===== src/rtl/shared_reg_arbiter_pkg.sv =====
// Shared types and helpers for the shared-register write arbiter.
// Imported by the arbiter top and its round-robin picker.
package shared_reg_arbiter_pkg;

    typedef enum logic {
        IDLE  = 1'b0,
        GRANT = 1'b1
    } state_t;

    function automatic int id_w(input int n);
        return (n < 2) ? 1 : $clog2(n);
    endfunction

endpackage


===== src/rtl/shared_reg_arbiter_rr_pick.sv =====
// Combinational rotating-priority search: first set req bit
// at or above ptr, wrapping from N-1 back to 0.
module rr_pick
    import shared_reg_arbiter_pkg::*;
#(
    parameter int N  = 4,
    parameter int IW = id_w(N)
) (
    input  logic [N-1:0]  req,
    input  logic [IW-1:0] ptr,
    output logic          any,
    output logic [IW-1:0] win
);

    logic [2*N-1:0] dbl;
    logic [N-1:0]   rot;
    int             off;
    int             idx;

    // Rotate so ptr lands at bit 0; lowest set bit is then the winner.
    always_comb begin
        dbl = {req, req} >> ptr;
        rot = dbl[N-1:0];
        any = 1'b0;
        off = 0;
        for (int i = 0; i < N; i++) begin
            if (!any && rot[i]) begin
                any = 1'b1;
                off = i;
            end
        end
        idx = int'(ptr) + off;
        if (idx >= N) begin
            idx = idx - N;
        end
        win = IW'(idx);
    end

endmodule


===== src/rtl/shared_reg_arbiter.sv =====
// Round-robin write arbiter for one shared W-bit register:
// select in IDLE, commit latched data during the one-cycle GRANT.
module shared_reg_arbiter
    import shared_reg_arbiter_pkg::*;
#(
    parameter int N = 4,
    parameter int W = 8,
    localparam int IW = id_w(N)
) (
    input  logic          clk,
    input  logic          rst,
    input  logic [N-1:0]  req,
    input  logic [N*W-1:0] wdata,
    output logic [N-1:0]  gnt,
    output logic [W-1:0]  q,
    output logic          busy,
    output logic [IW-1:0] last_id
);

    state_t        state;
    state_t        state_n;
    logic [IW-1:0] ptr;
    logic [IW-1:0] sel;
    logic [IW-1:0] win;
    logic [W-1:0]  dlat;
    logic          any;
    logic          load;
    logic          commit;

    rr_pick #(
        .N  (N),
        .IW (IW)
    ) u_pick (
        .req (req),
        .ptr (ptr),
        .any (any),
        .win (win)
    );

    always_ff @(posedge clk) begin
        if (!rst) begin
            state <= IDLE;
        end else begin
            state <= state_n;
        end
    end

    always_comb begin
        state_n = state;
        load    = 1'b0;
        commit  = 1'b0;
        unique case (state)
            IDLE: begin
                if (any) begin
                    load    = 1'b1;
                    state_n = GRANT;
                end
            end
            GRANT: begin
                commit  = 1'b1;
                state_n = IDLE;
            end
            default: state_n = IDLE;
        endcase
    end

    // Data is captured at selection so late wdata edits cannot leak in.
    always_ff @(posedge clk) begin
        if (!rst) begin
            ptr     <= '0;
            sel     <= '0;
            dlat    <= '0;
            q       <= '0;
            gnt     <= '0;
            last_id <= '0;
        end else begin
            gnt <= '0;
            if (load) begin
                sel  <= win;
                dlat <= wdata[int'(win)*W +: W];
                gnt  <= N'(1) << win;
            end
            if (commit) begin
                q       <= dlat;
                last_id <= sel;
                ptr     <= (sel == IW'(N - 1)) ? '0 : sel + IW'(1);
            end
        end
    end

    assign busy = (state == GRANT);

endmodule

===== config.mk =====
export PLATFORM = sky130hd
export DESIGN_NAME = shared_reg_arbiter
export DESIGN_NICKNAME = d
export VERILOG_FILES = /design/src/rtl/shared_reg_arbiter_pkg.sv /design/src/rtl/shared_reg_arbiter_rr_pick.sv /design/src/rtl/shared_reg_arbiter.sv
export SDC_FILE = /design/constraint.sdc
export NUM_CORES = 1
export LEC_CHECK = 0
export ABC_AREA = 0
export CAP_MARGIN = 10
export CORE_ASPECT_RATIO = 0.5
export CORE_UTILIZATION = 49
export DETAILED_ROUTE_END_ITERATION = 12
export HOLD_SLACK_MARGIN = 0.03
export PLACE_DENSITY = 0.84
export SETUP_SLACK_MARGIN = 0.05
export SYNTH_ARGS = -nofsm -noshare
export SYNTH_HDL_FRONTEND = slang
export SYNTH_SLANG_ARGS = --single-unit

===== constraint.sdc =====
create_clock -name clk -period 7.9 [get_ports clk]
set_input_delay 1.58 -clock clk [delete_from_list [all_inputs] [get_ports clk]]
set_output_delay 1.58 -clock clk [all_outputs]
set_load 0.01 [all_outputs]

# Word level (Yosys, flattened, before mapping)
# Cells that the tools add are included.
# W data, S select, Z words.
# totals
regBits,27
out_inout_bits,15
elab_cells,36
# classes
n_addsub,3
reduce_logical,7
bitwise_logic,1
shifts,3
n_mux,13
eq_ne,1
magnitude_cmp,1
# op_table
operator,n
$shiftx A32 B6 Y8,1
$mux W1,8
$mux W2,4
$shr A8 B2 Y4,1
$shl A1 B2 Y4 const A,1
$add A2 B2 Y3,1
$ge A3 B3 Y1 const B,1
$logic_and A1 B1 Y1,3
$logic_not A1 Y1,3
$add A2 B1 Y2 const B,1
$eq A2 B2 Y1 const B,1
$pmux W1 S2,1
$reduce_and A2 Y1,1
$sub A2 B1 Y2 const B,1
$not A1 Y1,1

# Logic depth before layout (Yosys ltp)
# logic_depth
ltp_word,15
ltp_mapped,14

# Cells and area by module
# Synthesis repeated with hierarchy kept, for this count alone.
# unflattened
hier_cells,138
area_unflattened_um2,1371.3
# modules_own_cells
mod,seq_area_each_um2,area_each_um2,instances,cells_each
shared_reg_arbiter,540.5,1181.1,1,110
rr_pick,0.0,190.2,1,28

# Least setup slack after synthesis
# No wires, ideal clock.
# synth_timing
path_kind,input -> register
startpoint,input port req[2]
endpoint,register dlat[6]
path_stages,11
setup_slack_ns,4.174
path_buffers,3
required_ns,7.833
arrival_time_ns,3.659
path_cell_list,buf_4 or4_1 nand3_1 ha_1 xor2_1 or4b_1 buf_6 buf_8 o22ai_1 nor2_1 o21ai_2
# synth_via
elab_chain_len,15
word_cells_on_any_way,21
classes_between,add/sub: 2; order compare: 1; shift: 2; mux: 10; reduce/logical: 6
# synth_rtl
element,line,source
start: declaration,shared_reg_arbiter.sv:12,"input logic [N-1:0] req,"
$shr A8 B2 Y4 (*),shared_reg_arbiter_rr_pick.sv:22,"dbl = {req, req} >> ptr;"
$mux W1,shared_reg_arbiter_rr_pick.sv:27,if (!any && rot[i]) begin
$logic_not A1 Y1,shared_reg_arbiter_rr_pick.sv:27,
$logic_and A1 B1 Y1,shared_reg_arbiter_rr_pick.sv:27,
$mux W1,shared_reg_arbiter_rr_pick.sv:27,
$logic_not A1 Y1,shared_reg_arbiter_rr_pick.sv:27,
$logic_and A1 B1 Y1,shared_reg_arbiter_rr_pick.sv:27,
$mux W1,shared_reg_arbiter_rr_pick.sv:27,
$logic_not A1 Y1,shared_reg_arbiter_rr_pick.sv:27,
$logic_and A1 B1 Y1,shared_reg_arbiter_rr_pick.sv:27,
$mux W2,shared_reg_arbiter_rr_pick.sv:27,
$add A2 B2 Y3,shared_reg_arbiter_rr_pick.sv:32,idx = int'(ptr) + off;
$ge A3 B3 Y1 / $sub A2 B1 Y2 (equally long branches),"shared_reg_arbiter_rr_pick.sv:33, shared_reg_arbiter_rr_pick.sv:34",
$mux W2,shared_reg_arbiter_rr_pick.sv:33,if (idx >= N) begin
$shiftx A32 B6 Y8,shared_reg_arbiter.sv:80,dlat <= wdata[int'(win)*W +: W];
end signal: assignment,shared_reg_arbiter.sv:80,
end: declaration,shared_reg_arbiter.sv:25,logic [W-1:0] dlat;
# Every way passes the cells marked *; elsewhere a longest branch is shown, timed or not.
# A chain may end at the register's enable or synchronous reset.

# Final worst setup path
# layout_timing
startpoint,input port req[0]
endpoint,register dlat[6]
# The elaborated chain is that of the path after synthesis.

==> flow_metrics.tcl <==
set metrics [dict create \
    drt_wl_total_um 3195 \
    die_area_mm2 0.003467 \
    synth_cells 162 \
    synth_top_area_share_pct 34.23 \
    synth.distinct_cells 40 \
    antenna_found_initial 0 \
    area_delta_synth_final_pct 31.46 \
    ys_ff_latch 27 \
    cts_resized 0 \
    final_cells 245 \
    timing.final.ws_setup_ns 3.726 \
    tns_ns 0 \
    hold_viol 0 \
    cp-endpoint "dlat[6]$_SDFFE_PN0P_" \
    finClkSkew_ns 0.001506 \
    cts_root_buf "clkbuf_8" \
    fmax_mhz 239.6 \
    place_ws_ns 3.456 \
    core_mm2 0.003030 \
    layout.nets 246 \
    ys_seq_area_share_pct 34.23 \
    post_cts_buffers 0 \
    ys_warn_count 0 \
    reg2reg_to "dlat[6]$_SDFFE_PN0P_" \
    cp-start-kind "primary input" \
    worstMarginPinSlew_ns 0.9354 \
    overflow 0 \
    rsz0062_at_grt "false" \
    drtPass1Iterations 4 \
    hp-class "flip-flop to flip-flop" \
    avgSynthCellArea_um2 9.747 \
    arrival_ns 4.39 \
    path_max_fanout 16 \
    syn_nets 202 \
    synthTopCellsByArea "dfxtp_1 34%, mux2i_1 18%, nor2b_1 5.9%" \
    initial_core_util_pct 52.11 \
    required_ns 8.12 \
    synth_common_cells "29 x mux2i_1, 27 x dfxtp_1, 15 x nor2b_1" \
    grt.total_usage_pct 20.83 \
    finalSetupViolCount 0 \
    ios 53 \
    power_density_mw_per_mm2 197.8 \
    clkTransAtPathRegs_ns 0.09 \
    cts.sinks 27 \
    cts_hold_buf 0 \
    status "completed" \
    dpl.hpwl_um 2482 \
    slew_violations 0 \
    ir_worst_vdd_uv 140.0 \
    period_minus_slack_ns 4.174 \
    startpoint "req[0]" \
    async_flop_share_pct 0 \
    numCtsBuffers 3 \
    hold_ws_ns 0.4546 \
    drt_iter0_drc 75 \
    io_buffers 52 \
    p_leak_nw 0.7836 \
    synthFlopType "dfxtp_1" \
    viasPerCell 5.363 \
    clock_latency_ns 0.27 \
    diodes 0 \
    path_class "primary input to flip-flop" \
    reg2regPathDepth 8 \
    routabilityCongestion 0.6966 \
    drive_above_1_share_pct 10.24 \
    synth_most_common_cell "mux2i_1" \
    die_w_um 82.28 \
    cts_tree "built" \
    final_util_pct 68.50 \
    r2r_start "ptr[0]$_SDFFE_PN0P_" \
    relSlewSlack_pct 37.64 \
    grt_pass1_vias 1208 \
    ant_nets 0 \
    crit_path_end_kind "flip-flop" \
    htreeDepth 1 \
    grt_pass1_wl_um 5423 \
    grt_max_degree 22 \
    synth_edf_count 0 \
    cts.path.max_buffers 2 \
    synth_top_area_cell "dfxtp_1" \
    placed_cells 241 \
    min_period_over_period_pct 52.84 \
    chipHeight_um 42.14 \
    drc 0 \
    drv_cap 0 \
    mappedNetlistArea_mm2 0.001579 \
    vias 1314 \
    wl_per_cell_um 13.04 \
    rows 14 \
    reg2reg_slack_ns 5.18 \
]
==> through the flow <==
| step | power (mW) | instance area, µm² |
|---|---|---|
| 6_report | 0.4107 | 2076 |
| 5_1_grt | 0.4363 | 2076 |
| 4_1_cts | 0.4126 | 2076 |
| 3_5_place_dp | 0.3342 | 2027 |
| 3_3_place_gp | 0.3285 | 2027 |
| 2_1_floorplan | 0.2926 | 1579 |
==> logic make-up (layout without fill, tap and decap cells) <==
group	Yosys count	after routing	synth area share (%)
AOI/OAI and AO/OA	36	36	19.65
and+or+nand+nor	52	52	17.04
muxes	29	29	18.38
xor gates and xnor gates	2	2	1.110
adders and majority gates	2	2	1.585
buffers and inverters	14	57	8.002
DFF	27	27	34.23
==> cell usage in the layout (no fill, tap or decap) <==
cell type,synthesis,layout
clkinvlp_4,0,1
nand2b_1,1,1
nor2b_1,15,15
clkdlybuf4s50_1,0,52
dfxtp_1,27,27
or4b_1,1,1
nor3_1,1,1
o21ai_2,1,1
and3_1,1,1
o221a_1,1,1
nand3_1,2,2
nand2_1,12,12
o221a_2,7,7
o22ai_2,6,6
or4_1,1,1
o21ai_0,3,3
o22ai_4,1,1
inv_2,1,1
xnor2_1,1,1
nand3b_1,1,1
xor2_1,1,1
nor3b_1,1,1
nand2_4,1,1
o22ai_1,3,3
nor4_1,1,1
ha_1,2,2
a21oi_1,1,1
mux2i_1,29,29
o211ai_1,3,3
o21a_1,2,2
nor2_1,14,14
clkbuf_8,1,3
o21ai_1,8,8
==> area by class of cell <==
type | instances | area (µm²)
Fill cell | 248 | 954.7
Tap cell | 40 | 50.05
Multi-Input combinational cell | 121 | 912.1
Timing Repair Buffer | 52 | 520.5
Clock buffer | 3 | 41.29
Inverter | 1 | 3.754
Sequential cell | 27 | 540.5
Clock inverter | 1 | 7.507
==> metal layers <==
metal,global-route usage [%],share of wire [%],up-vias
met5,0,0,-
met4,4.561,0.47,0
met3,4.565,2.8,2
met2,33.06,48,24
met1,28.82,49,619
li1,-,-,669
==> power by group <==
group	leakage [nW]	total [mW]	internal [mW]	switching (mW)
combinational	0.539	0.155	0.0828	0.0718
clock	0.0217	0.0798	0.0358	0.0439
sequential	0.222	0.176	0.158	0.0179
==> worst min-delay path by stage <==
stage / from / end / slack, ns / depth (start not counted)
finish: dlat[5]$_SDFFE_PN0P_ / dlat[5]$_SDFFE_PN0P_ / 0.45 / 2
detailed placement: dlat[5]$_SDFFE_PN0P_ / dlat[5]$_SDFFE_PN0P_ / 0.44 / 2
global route: dlat[1]$_SDFFE_PN0P_ / dlat[1]$_SDFFE_PN0P_ / 0.48 / 2
CTS: dlat[5]$_SDFFE_PN0P_ / dlat[5]$_SDFFE_PN0P_ / 0.46 / 2
floorplan: dlat[0]$_SDFFE_PN0P_ / dlat[0]$_SDFFE_PN0P_ / 0.42 / 2
global placement: dlat[4]$_SDFFE_PN0P_ / dlat[4]$_SDFFE_PN0P_ / 0.44 / 2
==> critical path, cell delays in order <==
cell and delay, ns:
clkdlybuf4s50_1 0.65, nand2b_1 0.15, o22ai_1 0.07, o21ai_0 0.15
nand3_1 0.09, ha_1 0.19, xor2_1 0.19, or4b_1 0.82
o22ai_1 0.28, nor2_1 0.07, o21ai_2 0.14
==> state kept, by name, summed over array words and instances, names as in the netlist <==
signal / count
busy: 1
dlat: 8
gnt: 4
last_id: 2
ptr: 2
q: 8
sel: 2
No activity file was read; power rests on OpenSTA's default activity.
